### src/rtl/mcc_pkg.sv
// Shared types and encodings for the multi-cycle MIPS sequencing controller.
// Covers FSM state codes, opcode values and datapath mux-select encodings.
package mcc_pkg;

    typedef enum logic [2:0] {
        ST_IDLE   = 3'd0,
        ST_FETCH  = 3'd1,
        ST_DECODE = 3'd2,
        ST_EXEC   = 3'd3,
        ST_MEM    = 3'd4,
        ST_WB     = 3'd5
    } state_e;

    localparam logic [2:0] OP_RTYPE = 3'b000;
    localparam logic [2:0] OP_SLT   = 3'b001;
    localparam logic [2:0] OP_J     = 3'b010;
    localparam logic [2:0] OP_JAL   = 3'b011;
    localparam logic [2:0] OP_LW    = 3'b100;
    localparam logic [2:0] OP_SW    = 3'b101;
    localparam logic [2:0] OP_BEQ   = 3'b110;
    localparam logic [2:0] OP_ADDI  = 3'b111;

    localparam logic [1:0] ALU_ADD   = 2'b00;
    localparam logic [1:0] ALU_SUB   = 2'b01;
    localparam logic [1:0] ALU_FUNCT = 2'b10;
    localparam logic [1:0] ALU_SLT   = 2'b11;

    localparam logic [1:0] PC_SRC_ALU    = 2'b00;
    localparam logic [1:0] PC_SRC_BRANCH = 2'b01;
    localparam logic [1:0] PC_SRC_JUMP   = 2'b10;

    localparam logic [1:0] REG_DST_RT  = 2'b00;
    localparam logic [1:0] REG_DST_RD  = 2'b01;
    localparam logic [1:0] REG_DST_R31 = 2'b10;

    localparam logic [1:0] MEM_TO_REG_ALU = 2'b00;
    localparam logic [1:0] MEM_TO_REG_MEM = 2'b01;
    localparam logic [1:0] MEM_TO_REG_PC  = 2'b10;

    localparam logic [1:0] SRCB_RT       = 2'b00;
    localparam logic [1:0] SRCB_FOUR     = 2'b01;
    localparam logic [1:0] SRCB_IMM      = 2'b10;
    localparam logic [1:0] SRCB_IMM_SHL2 = 2'b11;

    // Loads and stores share the address-calculation EXEC step and go through MEM.
    function automatic logic isMemOp(input logic [2:0] op);
        return (op == OP_LW) || (op == OP_SW);
    endfunction

endpackage

### src/rtl/mcc_out_decode.sv
// Moore output decoder for the multi-cycle controller: maps the registered
// state and latched opcode (plus hold / memory-ready) to datapath controls.
module mcc_out_decode
    import mcc_pkg::*;
(
    input  state_e     state_i,
    input  logic [2:0] op_i,
    input  logic       hold_i,
    input  logic       mem_ready_i,
    output logic       pc_write_o,
    output logic       pc_write_cond_o,
    output logic       ir_write_o,
    output logic       mem_read_o,
    output logic       mem_write_o,
    output logic       reg_write_o,
    output logic [1:0] pc_src_o,
    output logic [1:0] reg_dst_o,
    output logic [1:0] mem_to_reg_o,
    output logic       alu_src_a_o,
    output logic [1:0] alu_src_b_o,
    output logic [1:0] alu_op_o,
    output logic       instr_done_o
);

    // Per-state control word; hold suppresses every write and the done strobe last.
    always_comb begin
        pc_write_o      = 1'b0;
        pc_write_cond_o = 1'b0;
        ir_write_o      = 1'b0;
        mem_read_o      = 1'b0;
        mem_write_o     = 1'b0;
        reg_write_o     = 1'b0;
        pc_src_o        = PC_SRC_ALU;
        reg_dst_o       = REG_DST_RT;
        mem_to_reg_o    = MEM_TO_REG_ALU;
        alu_src_a_o     = 1'b0;
        alu_src_b_o     = SRCB_RT;
        alu_op_o        = ALU_ADD;
        instr_done_o    = 1'b0;

        case (state_i)
            ST_FETCH: begin
                mem_read_o  = 1'b1;
                ir_write_o  = mem_ready_i;
                pc_write_o  = mem_ready_i;
                alu_src_b_o = SRCB_FOUR;
                alu_op_o    = ALU_ADD;
                pc_src_o    = PC_SRC_ALU;
            end
            ST_DECODE: begin
                alu_src_b_o = SRCB_IMM_SHL2;
                alu_op_o    = ALU_ADD;
            end
            ST_EXEC: begin
                case (op_i)
                    OP_RTYPE, OP_SLT: begin
                        alu_src_a_o = 1'b1;
                        alu_src_b_o = SRCB_RT;
                        alu_op_o    = (op_i == OP_SLT) ? ALU_SLT : ALU_FUNCT;
                    end
                    OP_J: begin
                        pc_write_o   = 1'b1;
                        pc_src_o     = PC_SRC_JUMP;
                        instr_done_o = 1'b1;
                    end
                    OP_JAL: begin
                        pc_write_o   = 1'b1;
                        pc_src_o     = PC_SRC_JUMP;
                        reg_write_o  = 1'b1;
                        reg_dst_o    = REG_DST_R31;
                        mem_to_reg_o = MEM_TO_REG_PC;
                        instr_done_o = 1'b1;
                    end
                    OP_BEQ: begin
                        alu_src_a_o     = 1'b1;
                        alu_op_o        = ALU_SUB;
                        pc_write_cond_o = 1'b1;
                        pc_src_o        = PC_SRC_BRANCH;
                        instr_done_o    = 1'b1;
                    end
                    default: begin
                        alu_src_a_o = 1'b1;
                        alu_src_b_o = SRCB_IMM;
                        alu_op_o    = ALU_ADD;
                    end
                endcase
            end
            ST_MEM: begin
                if (op_i == OP_LW) begin
                    mem_read_o = 1'b1;
                end else if (op_i == OP_SW) begin
                    mem_write_o  = mem_ready_i;
                    instr_done_o = mem_ready_i;
                end
            end
            ST_WB: begin
                reg_write_o  = 1'b1;
                instr_done_o = 1'b1;
                if (op_i == OP_RTYPE || op_i == OP_SLT) begin
                    reg_dst_o = REG_DST_RD;
                end else if (op_i == OP_LW) begin
                    mem_to_reg_o = MEM_TO_REG_MEM;
                end
            end
            default: begin
            end
        endcase

        if (hold_i) begin
            pc_write_o      = 1'b0;
            pc_write_cond_o = 1'b0;
            ir_write_o      = 1'b0;
            reg_write_o     = 1'b0;
            mem_write_o     = 1'b0;
            instr_done_o    = 1'b0;
        end
    end

endmodule

### src/rtl/multicycle_ctrl_fsm.sv
// Multi-cycle sequencing controller for the 3-bit-opcode MIPS datapath.
// Holds the state register, latched opcode and retired-instruction counter.
// Optional feature macro MCC_MEM_WAIT_EN adds the mem_ready port so FETCH and
// MEM wait for memory completion; without it memory is single-cycle.
module multicycle_ctrl_fsm
    import mcc_pkg::*;
#(
    parameter int INSTR_CNT_W = 16
) (
    input  logic                   clk,
    input  logic                   rst,
    input  logic [2:0]             opcode,
    input  logic                   hold,
`ifdef MCC_MEM_WAIT_EN
    input  logic                   mem_ready,
`endif
    output logic                   pc_write,
    output logic                   pc_write_cond,
    output logic                   ir_write,
    output logic                   mem_read,
    output logic                   mem_write,
    output logic                   reg_write,
    output logic [1:0]             pc_src,
    output logic [1:0]             reg_dst,
    output logic [1:0]             mem_to_reg,
    output logic                   alu_src_a,
    output logic [1:0]             alu_src_b,
    output logic [1:0]             alu_op,
    output logic                   instr_done,
    output logic [2:0]             state,
    output logic [INSTR_CNT_W-1:0] instr_count
);

    state_e                 state_q, state_d;
    logic [2:0]             op_q, op_d;
    logic [INSTR_CNT_W-1:0] count_q, count_d;
    logic                   memReady;

`ifdef MCC_MEM_WAIT_EN
    assign memReady = mem_ready;
`else
    assign memReady = 1'b1;
`endif

    mcc_out_decode u_out_decode (
        .state_i         (state_q),
        .op_i            (op_q),
        .hold_i          (hold),
        .mem_ready_i     (memReady),
        .pc_write_o      (pc_write),
        .pc_write_cond_o (pc_write_cond),
        .ir_write_o      (ir_write),
        .mem_read_o      (mem_read),
        .mem_write_o     (mem_write),
        .reg_write_o     (reg_write),
        .pc_src_o        (pc_src),
        .reg_dst_o       (reg_dst),
        .mem_to_reg_o    (mem_to_reg),
        .alu_src_a_o     (alu_src_a),
        .alu_src_b_o     (alu_src_b),
        .alu_op_o        (alu_op),
        .instr_done_o    (instr_done)
    );

    // Next state, opcode latch and counter update; hold freezes all three.
    always_comb begin
        state_d = state_q;
        op_d    = op_q;
        count_d = count_q;
        if (!hold) begin
            case (state_q)
                ST_IDLE:   state_d = ST_FETCH;
                ST_FETCH:  state_d = memReady ? ST_DECODE : ST_FETCH;
                ST_DECODE: state_d = ST_EXEC;
                ST_EXEC: begin
                    if (op_q == OP_J || op_q == OP_JAL || op_q == OP_BEQ) begin
                        state_d = ST_FETCH;
                    end else if (isMemOp(op_q)) begin
                        state_d = ST_MEM;
                    end else begin
                        state_d = ST_WB;
                    end
                end
                ST_MEM: begin
                    if (memReady) begin
                        state_d = (op_q == OP_LW) ? ST_WB : ST_FETCH;
                    end
                end
                ST_WB:     state_d = ST_FETCH;
                default:   state_d = ST_IDLE;
            endcase
            if (state_q == ST_DECODE) begin
                op_d = opcode;
            end
            if (instr_done) begin
                count_d = count_q + INSTR_CNT_W'(1);
            end
        end
    end

    // State, opcode and counter registers with synchronous reset.
    always_ff @(posedge clk) begin
        if (rst) begin
            state_q <= ST_IDLE;
            op_q    <= OP_RTYPE;
            count_q <= '0;
        end else begin
            state_q <= state_d;
            op_q    <= op_d;
            count_q <= count_d;
        end
    end

    assign state       = state_q;
    assign instr_count = count_q;

endmodule

### config.mk
export PLATFORM = sky130hd
export DESIGN_NAME = multicycle_ctrl_fsm
export DESIGN_NICKNAME = d
export VERILOG_FILES = /design/src/rtl/mcc_pkg.sv /design/src/rtl/mcc_out_decode.sv /design/src/rtl/multicycle_ctrl_fsm.sv
export SDC_FILE = /design/constraint.sdc
export NUM_CORES = 1
export LEC_CHECK = 0
export ABC_AREA = 1
export CAP_MARGIN = 20
export CORE_MARGIN = 3
export CORE_UTILIZATION = 32
export CTS_CLUSTER_DIAMETER = 30
export DETAILED_ROUTE_END_ITERATION = 6
export GPL_TIMING_DRIVEN = 0
export PLACE_DENSITY = 0.7
export RECOVER_POWER = 50
export SYNTH_ARGS = -nofsm -noshare
export SYNTH_HDL_FRONTEND = slang
export SYNTH_SLANG_ARGS = --single-unit
export TNS_END_PERCENT = 1
### constraint.sdc
create_clock -name clk -period 2.85 [get_ports clk]
set_clock_uncertainty 0.1 [all_clocks]
set_input_delay 0.57 -clock clk [delete_from_list [all_inputs] [get_ports clk]]
set_output_delay 0.57 -clock clk [all_outputs]
set_load 0.02 [all_outputs]
==> metrics.cfg <==
[run_status]
status = complete, no violations

[final_layout]
final_nets = 286
n_antenna_cell = 0
area_delta_synth_final_pct = 34.2
final_util_pct = 46.5
fillers = 453
drive_above_1_share_pct = 7.22

[logic_synthesis]
syn_inst = 234
ys_seq_area_share_pct = 30.5
synth_commonest_cells = 70 x nand2_1, 31 x nor2_1, 25 x inv_1
synth_seq_cells = 22
synth_area_leaders = dfxtp_1 30%, nand2_1 18%, nor2_1 8.1%, a21oi_1 7.3%, inv_1 6.5%
async_flop_share_pct = 0
synth_warnings = 0
syn-cell-area_um2 = 1450
synth.distinct_cells = 27
yosysMostFrequentCell = nand2_1
synthesis.nets = 241
netlist.area_leader.share_pct = 30.5
yosysTopAreaCell = dfxtp_1
synth_ff_type = dfxtp_1
syn_area_per_cell_um2 = 6.18
synth_edf_count = 0

[clock_tree]
insertion_delay_ns = 0.26
cts_hold_buf = 0
clkTransAtPathRegs_ns = 0.08
cts_num_sinks = 22
cts_resized = 0
cts_tree = built
cts_buffers = 3
cts_root_buffer = clkbuf_8
postCtsSetupBuffers = 0
clock_path_buffers = 2
ctsHtreeMaxLevel = 1

[floorplan]
start_util_pct = 34.6
die_h_um = 73.2
die_w_um = 73.2
std_cell_rows = 23
core_area_um2 = 4170
ios = 43
dieArea_um2 = 5360

[routing]
wire_per_inst_um = 11.3
remaining_drc_errors = 0
dr.pass1.iters = 4
viasPerCell = 4.81
routed_wl_mm = 3.69
first_iter_violations = 79
num_vias = 1572
drtAntennaViolNets = 0

[worst_setup_path]
crit_path_end_kind = output port
start_kind = flop
rr_worst_depth = 7
slowest_delay_ns = 0.63
slowest_stage = clkdlybuf4s50_1
crit_family = simple AND/OR/NAND/NOR gates
crit_fanout = 8
crit_buf_inv = 1
crit_type = flop to output port
cp_num_cells = 5
arrival_ns = 1.99
critical_path.cell_chain = nand3_1, nand2_1, nor2_2, nor2_8, clkdlybuf4s50_1
cp.required_ns = 2.18

[sta]
fmax_ghz = 0.375
worst_pin_slew_ns = 0.611
slew_viol_final = 0
maxSlewHeadroom_pct = 59.3
fin_crit_ns = 2.66
grt_setup_unrepaired = false
finalSetupViolCount = 0
finalSetupTns_ns = 0
fin_crit_sh_pct = 93.5
final_hold_viol_count = 0

[placed_design]
place_congestion = 0.902
place.port_buffers = 40
dp_hpwl_mm = 2.89

[power_and_ir_drop]
p_leak_nw = 0.729
ir_worst_vdd_uv = 212
power.density_nw_per_um2 = 305
internal_power_mw = 0.437
power_switching_mw = 0.154
power.total_mw = 0.592
p_clk_share_pct = 32.8
power_frac_seq_pct = 53.9
power_frac_comb_pct = 13.3
switching_share_pct = 26.1

[global_routing]
globalRouteOverflowTotal = 0
grt_max_degree = 12
antenna_found_initial = 0
grt_pass1_vias = 1383
grt_pass1_wl_mm = 6.18
grt_usage_pct = 14.3

[hold_path]
worstHoldPathType = flop to flop
whs_path_depth = 2

[job]
max_cap_viol_count = 0

registers in the layout, indices dropped and copies added, names as in the netlist:
signal and flops:
op_q 3, instr_count 16, state 3
worst register-to-register path, delay by kind of cell, from the launching register on:
family | cells | cell delay, ns
AND/OR/NAND/NOR | 4 | 0.59
buffers and inverters | 2 | 0.52
flip-flops | 1 | 0.41
AO/OA/AOI/OAI | 1 | 0.15
power by group through the flow:
stage,clock [mW],sequential (mW),combinational [mW]
2_1_floorplan,0,0.328,0.0451
3_3_place_gp,0,0.326,0.0802
3_5_place_dp,0,0.326,0.0806
4_1_cts,0.200,0.319,0.0807
5_1_grt,0.205,0.320,0.0865
6_report,0.194,0.319,0.0788
cells in the final DEF (no fill, tap or decap), drive strengths merged, types with 3 or more instances in the layout:
master / netlist / routed
a21oi: 22 / 22
buf: 7 / 5
clkbuf: 1 / 6
clkdlybuf4s50: 0 / 33
dfxtp: 22 / 22
dlygate4sd3: 0 / 7
inv: 27 / 27
nand2: 73 / 73
nand3: 19 / 19
nand4: 5 / 5
nor2: 35 / 35
nor3: 3 / 3
o21ai: 10 / 10
xor2: 4 / 4
cells by family (layout without fill, tap and decap cells):
| family | Yosys count | count (layout) | synth area share [%] |
|---|---|---|---|
| adders and majority gates | 1 | 1 | 0.866 |
| buffers and inverters | 35 | 78 | 10.8 |
| AOI/OAI and AO/OA | 34 | 34 | 12.9 |
| and+or+nand+nor | 138 | 138 | 42.5 |
| xor gates and xnor gates | 4 | 4 | 2.42 |
| DFF | 22 | 22 | 30.5 |
metal layers:
metal	vias up	wire length [um]	GRT usage (%)
met1	705	1800	19.2
met3	2	153	3.03
met4	0	25	2.87
li1	835	-	-
met5	-	0	0
met2	30	1700	23.5
cell type report:
| type | count | area [um2] | share of cell area (%) |
|---|---|---|---|
| tap | 50 | 62.6 | 3.23 |
| buffer | 8 | 46.3 | 2.39 |
| timing repair buffer | 40 | 400 | 20.6 |
| inverter | 27 | 101 | 5.23 |
| clock buffer | 3 | 41.3 | 2.13 |
| multi-input combinational | 177 | 846 | 43.6 |
| sequential | 22 | 442 | 22.8 |
final timing paths:
kind | startpoint | to | slack, ns
max | state[2]$_SDFFE_PP0N_ | instr_done | 0.19
min | instr_count[15]$_SDFFE_PP0P_ | instr_count[15]$_SDFFE_PP0P_ | 0.40
max reg2reg | state[1]$_SDFFE_PP0N_ | instr_count[13]$_SDFFE_PP0P_ | 1.02
min reg2reg | instr_count[15]$_SDFFE_PP0P_ | instr_count[15]$_SDFFE_PP0P_ | 0.40
stage by stage:
stage               worst slack, ns  hold WS [ns]  cell area (um2)  cells
finish                        0.185         0.399             1940    327
global route                 0.0417         0.433             1940    327
CTS                           0.125         0.403             1950    327
detailed placement            0.421         0.391             1910    324
global placement              0.422         0.385             1910    324
floorplan                     0.537         0.436             1450    234
Power figures use the tool's default switching activity.
